$ cat src/rtl/sys_pkg.sv
// Shared definitions for the processor-system sequencer: opcodes, FSM states, default widths.
package sys_pkg;

  localparam int SYS_ADDR_W = 5;
  localparam int SYS_DATA_W = 9;

  localparam logic [2:0] OP_MV   = 3'b000;
  localparam logic [2:0] OP_MVI  = 3'b001;
  localparam logic [2:0] OP_ADD  = 3'b010;
  localparam logic [2:0] OP_SUB  = 3'b011;
  localparam logic [2:0] OP_HALT = 3'b111;

  typedef enum logic [3:0] {
    S_IDLE,
    S_FETCH,
    S_DECODE,
    S_FETCH_IMM,
    S_LATCH_IMM,
    S_ISSUE,
    S_SEND_IMM,
    S_WAIT_DONE,
    S_HALTED,
    S_ERROR
  } seq_state_t;

  function automatic logic is_busy(input seq_state_t s);
    return !(s inside {S_IDLE, S_HALTED, S_ERROR});
  endfunction

endpackage

$ cat src/rtl/done_watchdog.sv
// Done watchdog: counts enabled cycles; expired marks the TIMEOUT-th one so the caller leaves on that edge.
// Latency 0 from cnt to expired; no flow control.
module done_watchdog #(
  parameter int TIMEOUT = 16
) (
  input  logic clk,
  input  logic resetn,
  input  logic clr,
  input  logic en,
  output logic expired
);

  localparam int CW = $clog2(TIMEOUT + 1);

  logic [CW-1:0] cnt;

  assign expired = en && (cnt == CW'(TIMEOUT - 1));

  always_ff @(posedge clk or negedge resetn) begin
    if (!resetn) begin
      cnt <= '0;
    end else if (clr) begin
      cnt <= '0;
    end else if (en && !expired) begin
      cnt <= cnt + CW'(1);
    end
  end

endmodule

$ cat src/rtl/prog_sequencer.sv
// Program sequencer: fetches instructions (plus mvi immediates) from a sync ROM and issues them to the control FSM.
// run appears 3 edges after start (5 for mvi); each instruction waits for done, guarded by a watchdog.
module prog_sequencer
  import sys_pkg::*;
#(
  parameter int ADDR_W  = SYS_ADDR_W,
  parameter int DATA_W  = SYS_DATA_W,
  parameter int ROM_LAT = 1,
  parameter int TIMEOUT = 16
) (
  input  logic              clk,
  input  logic              resetn,
  input  logic              start,
  input  logic              step_mode,
  input  logic              halt_req,
  output logic [ADDR_W-1:0] rom_addr,
  input  logic [DATA_W-1:0] rom_data,
  output logic [DATA_W-1:0] din,
  output logic              run,
  input  logic              done,
  output logic [ADDR_W-1:0] pc,
  output logic [7:0]        instr_count,
  output logic              busy,
  output logic              halted,
  output logic              error
);

  localparam int LW = 4;

  seq_state_t        state;
  logic [DATA_W-1:0] instr;
  logic [DATA_W-1:0] imm;
  logic [LW-1:0]     lat_cnt;
  logic              lat_last;
  logic              instr_mvi;
  logic              wd_expired;
  logic [2:0]        rom_op;
  logic [ADDR_W-1:0] pc_ret;
  seq_state_t        ret_state;

  assign lat_last  = (lat_cnt == LW'(ROM_LAT - 1));
  assign rom_op    = rom_data[DATA_W-1 -: 3];
  assign instr_mvi = (instr[DATA_W-1 -: 3] == OP_MVI);
  // mvi consumes two words, so it skips over its immediate
  assign pc_ret    = pc + (instr_mvi ? ADDR_W'(2) : ADDR_W'(1));
  assign ret_state = halt_req ? S_HALTED : (step_mode ? S_IDLE : S_FETCH);

  assign busy   = is_busy(state);
  assign halted = (state == S_HALTED);
  assign error  = (state == S_ERROR);

  done_watchdog #(.TIMEOUT(TIMEOUT)) u_wd (
    .clk     (clk),
    .resetn  (resetn),
    .clr     (state != S_WAIT_DONE),
    .en      (state == S_WAIT_DONE),
    .expired (wd_expired)
  );

  always_ff @(posedge clk or negedge resetn) begin
    if (!resetn) begin
      state       <= S_IDLE;
      pc          <= '0;
      rom_addr    <= '0;
      din         <= '0;
      run         <= 1'b0;
      instr_count <= '0;
      instr       <= '0;
      imm         <= '0;
      lat_cnt     <= '0;
    end else begin
      run <= 1'b0;
      case (state)
        S_IDLE: begin
          if (start) begin
            rom_addr <= pc;
            state    <= S_FETCH;
          end else if (halt_req) begin
            state <= S_HALTED;
          end
        end
        S_HALTED, S_ERROR: begin
          if (start) begin
            pc       <= '0;
            rom_addr <= '0;
            state    <= S_FETCH;
          end
        end
        S_FETCH: begin
          if (lat_last) begin
            lat_cnt <= '0;
            state   <= S_DECODE;
          end else begin
            lat_cnt <= lat_cnt + LW'(1);
          end
        end
        S_DECODE: begin
          instr <= rom_data;
          if (rom_op == OP_HALT) begin
            state <= S_HALTED;
          end else if (rom_op == OP_MVI) begin
            rom_addr <= pc + ADDR_W'(1);
            state    <= S_FETCH_IMM;
          end else begin
            state <= S_ISSUE;
          end
        end
        S_FETCH_IMM: begin
          if (lat_last) begin
            lat_cnt <= '0;
            state   <= S_LATCH_IMM;
          end else begin
            lat_cnt <= lat_cnt + LW'(1);
          end
        end
        S_LATCH_IMM: begin
          imm   <= rom_data;
          state <= S_ISSUE;
        end
        S_ISSUE: begin
          din   <= instr;
          run   <= 1'b1;
          state <= instr_mvi ? S_SEND_IMM : S_WAIT_DONE;
        end
        S_SEND_IMM: begin
          din <= imm;
          if (done) begin
            pc          <= pc_ret;
            rom_addr    <= pc_ret;
            instr_count <= instr_count + 8'd1;
            state       <= ret_state;
          end else begin
            state <= S_WAIT_DONE;
          end
        end
        S_WAIT_DONE: begin
          if (done) begin
            pc          <= pc_ret;
            rom_addr    <= pc_ret;
            instr_count <= instr_count + 8'd1;
            state       <= ret_state;
          end else if (wd_expired) begin
            state <= S_ERROR;
          end
        end
        default: state <= S_IDLE;
      endcase
    end
  end

endmodule
$ cat config.mk
export PLATFORM = sky130hd
export DESIGN_NAME = prog_sequencer
export DESIGN_NICKNAME = d
export VERILOG_FILES = /design/src/rtl/sys_pkg.sv /design/src/rtl/done_watchdog.sv /design/src/rtl/prog_sequencer.sv
export SDC_FILE = /design/constraint.sdc
export NUM_CORES = 1
export LEC_CHECK = 0
export CORE_MARGIN = 3
export CORE_UTILIZATION = 50
export CTS_CLUSTER_SIZE = 12
export DETAILED_ROUTE_END_ITERATION = 8
export PLACE_DENSITY = 0.75
export SYNTH_ARGS = -nofsm -noshare
export SYNTH_HDL_FRONTEND = slang
export SYNTH_SLANG_ARGS = --single-unit
export TNS_END_PERCENT = 30
$ cat constraint.sdc
create_clock -name clk -period 2.6 [get_ports clk]
set_input_delay 0.52 -clock clk [delete_from_list [all_inputs] [get_ports clk]]
set_output_delay 0.52 -clock clk [all_outputs]
set_load 0.02 [all_outputs]
==> impl_metrics.tcl <==
set metrics [dict create \
    slew-limit-headroom_pct 49.7 \
    die_h_um 84.3 \
    ys_async_sr_fraction_pct 100 \
    path_delay_family "buffers and inverters" \
    grt_pass1_wl_um 11300 \
    gr-total-overflow 0 \
    yosysSeqAreaShare_pct 48.1 \
    critical_path_buf_inv_count 1 \
    cts_hold_buf 0 \
    ios 46 \
    grt_pass1_vias 2316 \
    yosysWarnings 0 \
    post-cts-setup-buffers 0 \
    layout_commonest_cell "dfrtp_1" \
    fin_nets 371 \
    clock_skew_ns 0.00573 \
    cts_buffers 9 \
    drcViolationCount 0 \
    cts_tree "yes" \
    crit_slowest_cell "clkdlybuf4s50_1" \
    hold_viol_final 0 \
    clockBufferDepth 2 \
    clk_latency_ns 0.34 \
    rsz0062_at_grt "no" \
    slew_violations 0 \
    antenna_found_initial 0 \
    dp_hpwl_um 4460 \
    dr_total_vias 2427 \
    worst_setup_path_end_kind "output port" \
    min_path_type "input pin to async pin" \
    required_ns 2.08 \
    cts-root-buf "clkbuf_8" \
    htreeDepth 3 \
    max_cap_viol_count 0 \
    cp_max_fo 9 \
    first_pass_iters 5 \
    mappedNetlistArea_um2 3070 \
    syn_inst 298 \
    crit_path_max_incr_delay_ns 0.61 \
    finalSetupTns_ns 0 \
    cellPowerDensity_nw_per_um2 1020 \
    core.rowCount 27 \
    critical_path_class "flop to output port" \
    avgSynthCellArea_um2 10.3 \
    period_share_pct 93.9 \
    clk_pin_slew_ns 0.07 \
    p_leak_nw 1.69 \
    clock_sinks 59 \
    syn2layout_area_growth_pct 24.1 \
    initialDrtViolationCount 179 \
    final_cell_mix "dfrtp_1, clkdlybuf4s50_1, nand2_1, o21ai_0, inv_1" \
    synth_edf_count 0 \
    die-area_um2 7110 \
    setup_viol 0 \
    grt_max_degree 60 \
    tightest_slew_ns 0.750 \
    ys_types 61 \
    wirelength_um 6570 \
    num_antenna_cells 0 \
    gp_congestion 0.939 \
    grtUsageTotal_pct 19.8 \
    finalCriticalPeriod_ns 2.44 \
    start_util_pct 53.8 \
    ir_worst_vdd_uv 591 \
    cp_cell_sequence "nor3b_4 > and2_1 > clkdlybuf4s50_1" \
    status "finished, final reports clean" \
    ys.flop_type "dfrtp_1" \
    core-area_um2 5710 \
    place_area_um2 3610 \
    finalInstanceArea_um2 3810 \
    via_per_inst 5.72 \
    io_buffers 45 \
    synth_seq_cells 59 \
    die_w_um 84.3 \
    fmax_ghz 0.410 \
    start_kind "flop" \
    critPathArrivalTime_ns 1.92 \
    syn-num-nets 322 \
    antenna_left 0 \
    drive_above_1_share_pct 15.3 \
    utilization_pct 66.7 \
    routedWlPerCell_um 15.5 \
]
## metal layers
layer / share of wire, % / global-route usage, % / vias to the layer above
met5: 0 / 0 / -
met2: 47 / 29.8 / 87
met3: 6.7 / 6.18 / 11
met1: 45 / 27.7 / 1172
li1: - / - / 1157
met4: 1.4 / 6.04 / 0
## report_power, final
group | switching (mW) | internal, mW
Clock | 0.362 | 0.463
Combinational | 0.849 | 0.769
Sequential | 0.220 | 1.21
Total | 1.43 | 2.44
## final timing paths
check	start	end	slack (ns)	depth (start not counted)
max	state[3]	error	0.16	3
min	resetn	rom_addr[3]	0.16	2
max reg2reg	instr[7]	rom_addr[2]	0.35	6
min reg2reg	lat_cnt[3]	lat_cnt[3]	0.48	1
max in group asynchronous	resetn	lat_cnt[0]	2.16	2
min in group clk	lat_cnt[3]	lat_cnt[3]	0.48	1
## final cells by class
cell class,instances,area [µm²]
Sequential cell,59,1480
Multi-Input combinational cell,205,1450
Clock buffer,11,141
Tap cell,72,90.1
Fill cell,463,1900
Inverter,17,63.8
Timing Repair Buffer,55,533
Clock inverter,5,52.6
## flip-flops by register name, summed over array words and instances (netlist names)
signal,cells
state,4
run,1
lat_cnt,4
din,9
imm,9
rom_addr,5
instr,9
instr_count,8
pc,5
u_wd.cnt,5
## cells in the mapped netlist (5+ instances only)
library cell / count / area (µm²)
mux2i_1: 5 / 50.1
a22oi_1: 9 / 67.6
clkbuf_1: 8 / 30.0
dfrtp_1: 59 / 1480
ha_1: 8 / 100
nand4_1: 5 / 31.3
xnor2_1: 10 / 87.6
mux2_2: 14 / 158
o21ai_0: 23 / 115
and3_1: 5 / 31.3
nand2_1: 40 / 150
nor2_1: 16 / 60.1
buf_2: 7 / 35.0
inv_1: 17 / 63.8
## worst register-to-register path: cells and delay by family, from the launching register on
kind,cells,cell delay (ns)
fa+ha+maj,2,0.69
simple gates,1,0.51
compound gates,2,0.43
flops,1,0.40
mux,1,0.11
## cells by family (layout without fill, tap and decap cells)
logic type,Yosys count,in the layout,synth area share (%)
XOR/XNOR,13,13,3.71
flip-flops,59,59,48.1
AO/OA/AOI/OAI,62,62,14.2
multiplexers,20,20,7.26
AND/OR/NAND/NOR,101,101,18.0
adder cells (fa/ha/maj),9,9,3.91
buffers and inverters,34,88,4.81
## through the flow
step	cells	power, mW	hold slack, ns	worst slack, ns
6_report	424	3.87	0.162	0.160
5_1_grt	424	4.14	0.175	0.0546
4_1_cts	424	3.89	0.179	0.129
3_5_place_dp	408	3.04	0.467	0.266
3_3_place_gp	408	3.00	0.459	0.302
2_1_floorplan	298	2.47	0.224	0.453
## timing repair
action                                 4_1_cts  5_1_grt
resized for setup                            0        1
endpoints found under the hold margin        0        0
setup endpoints to repair                    0        1
(Power assumes the default switching activity.)
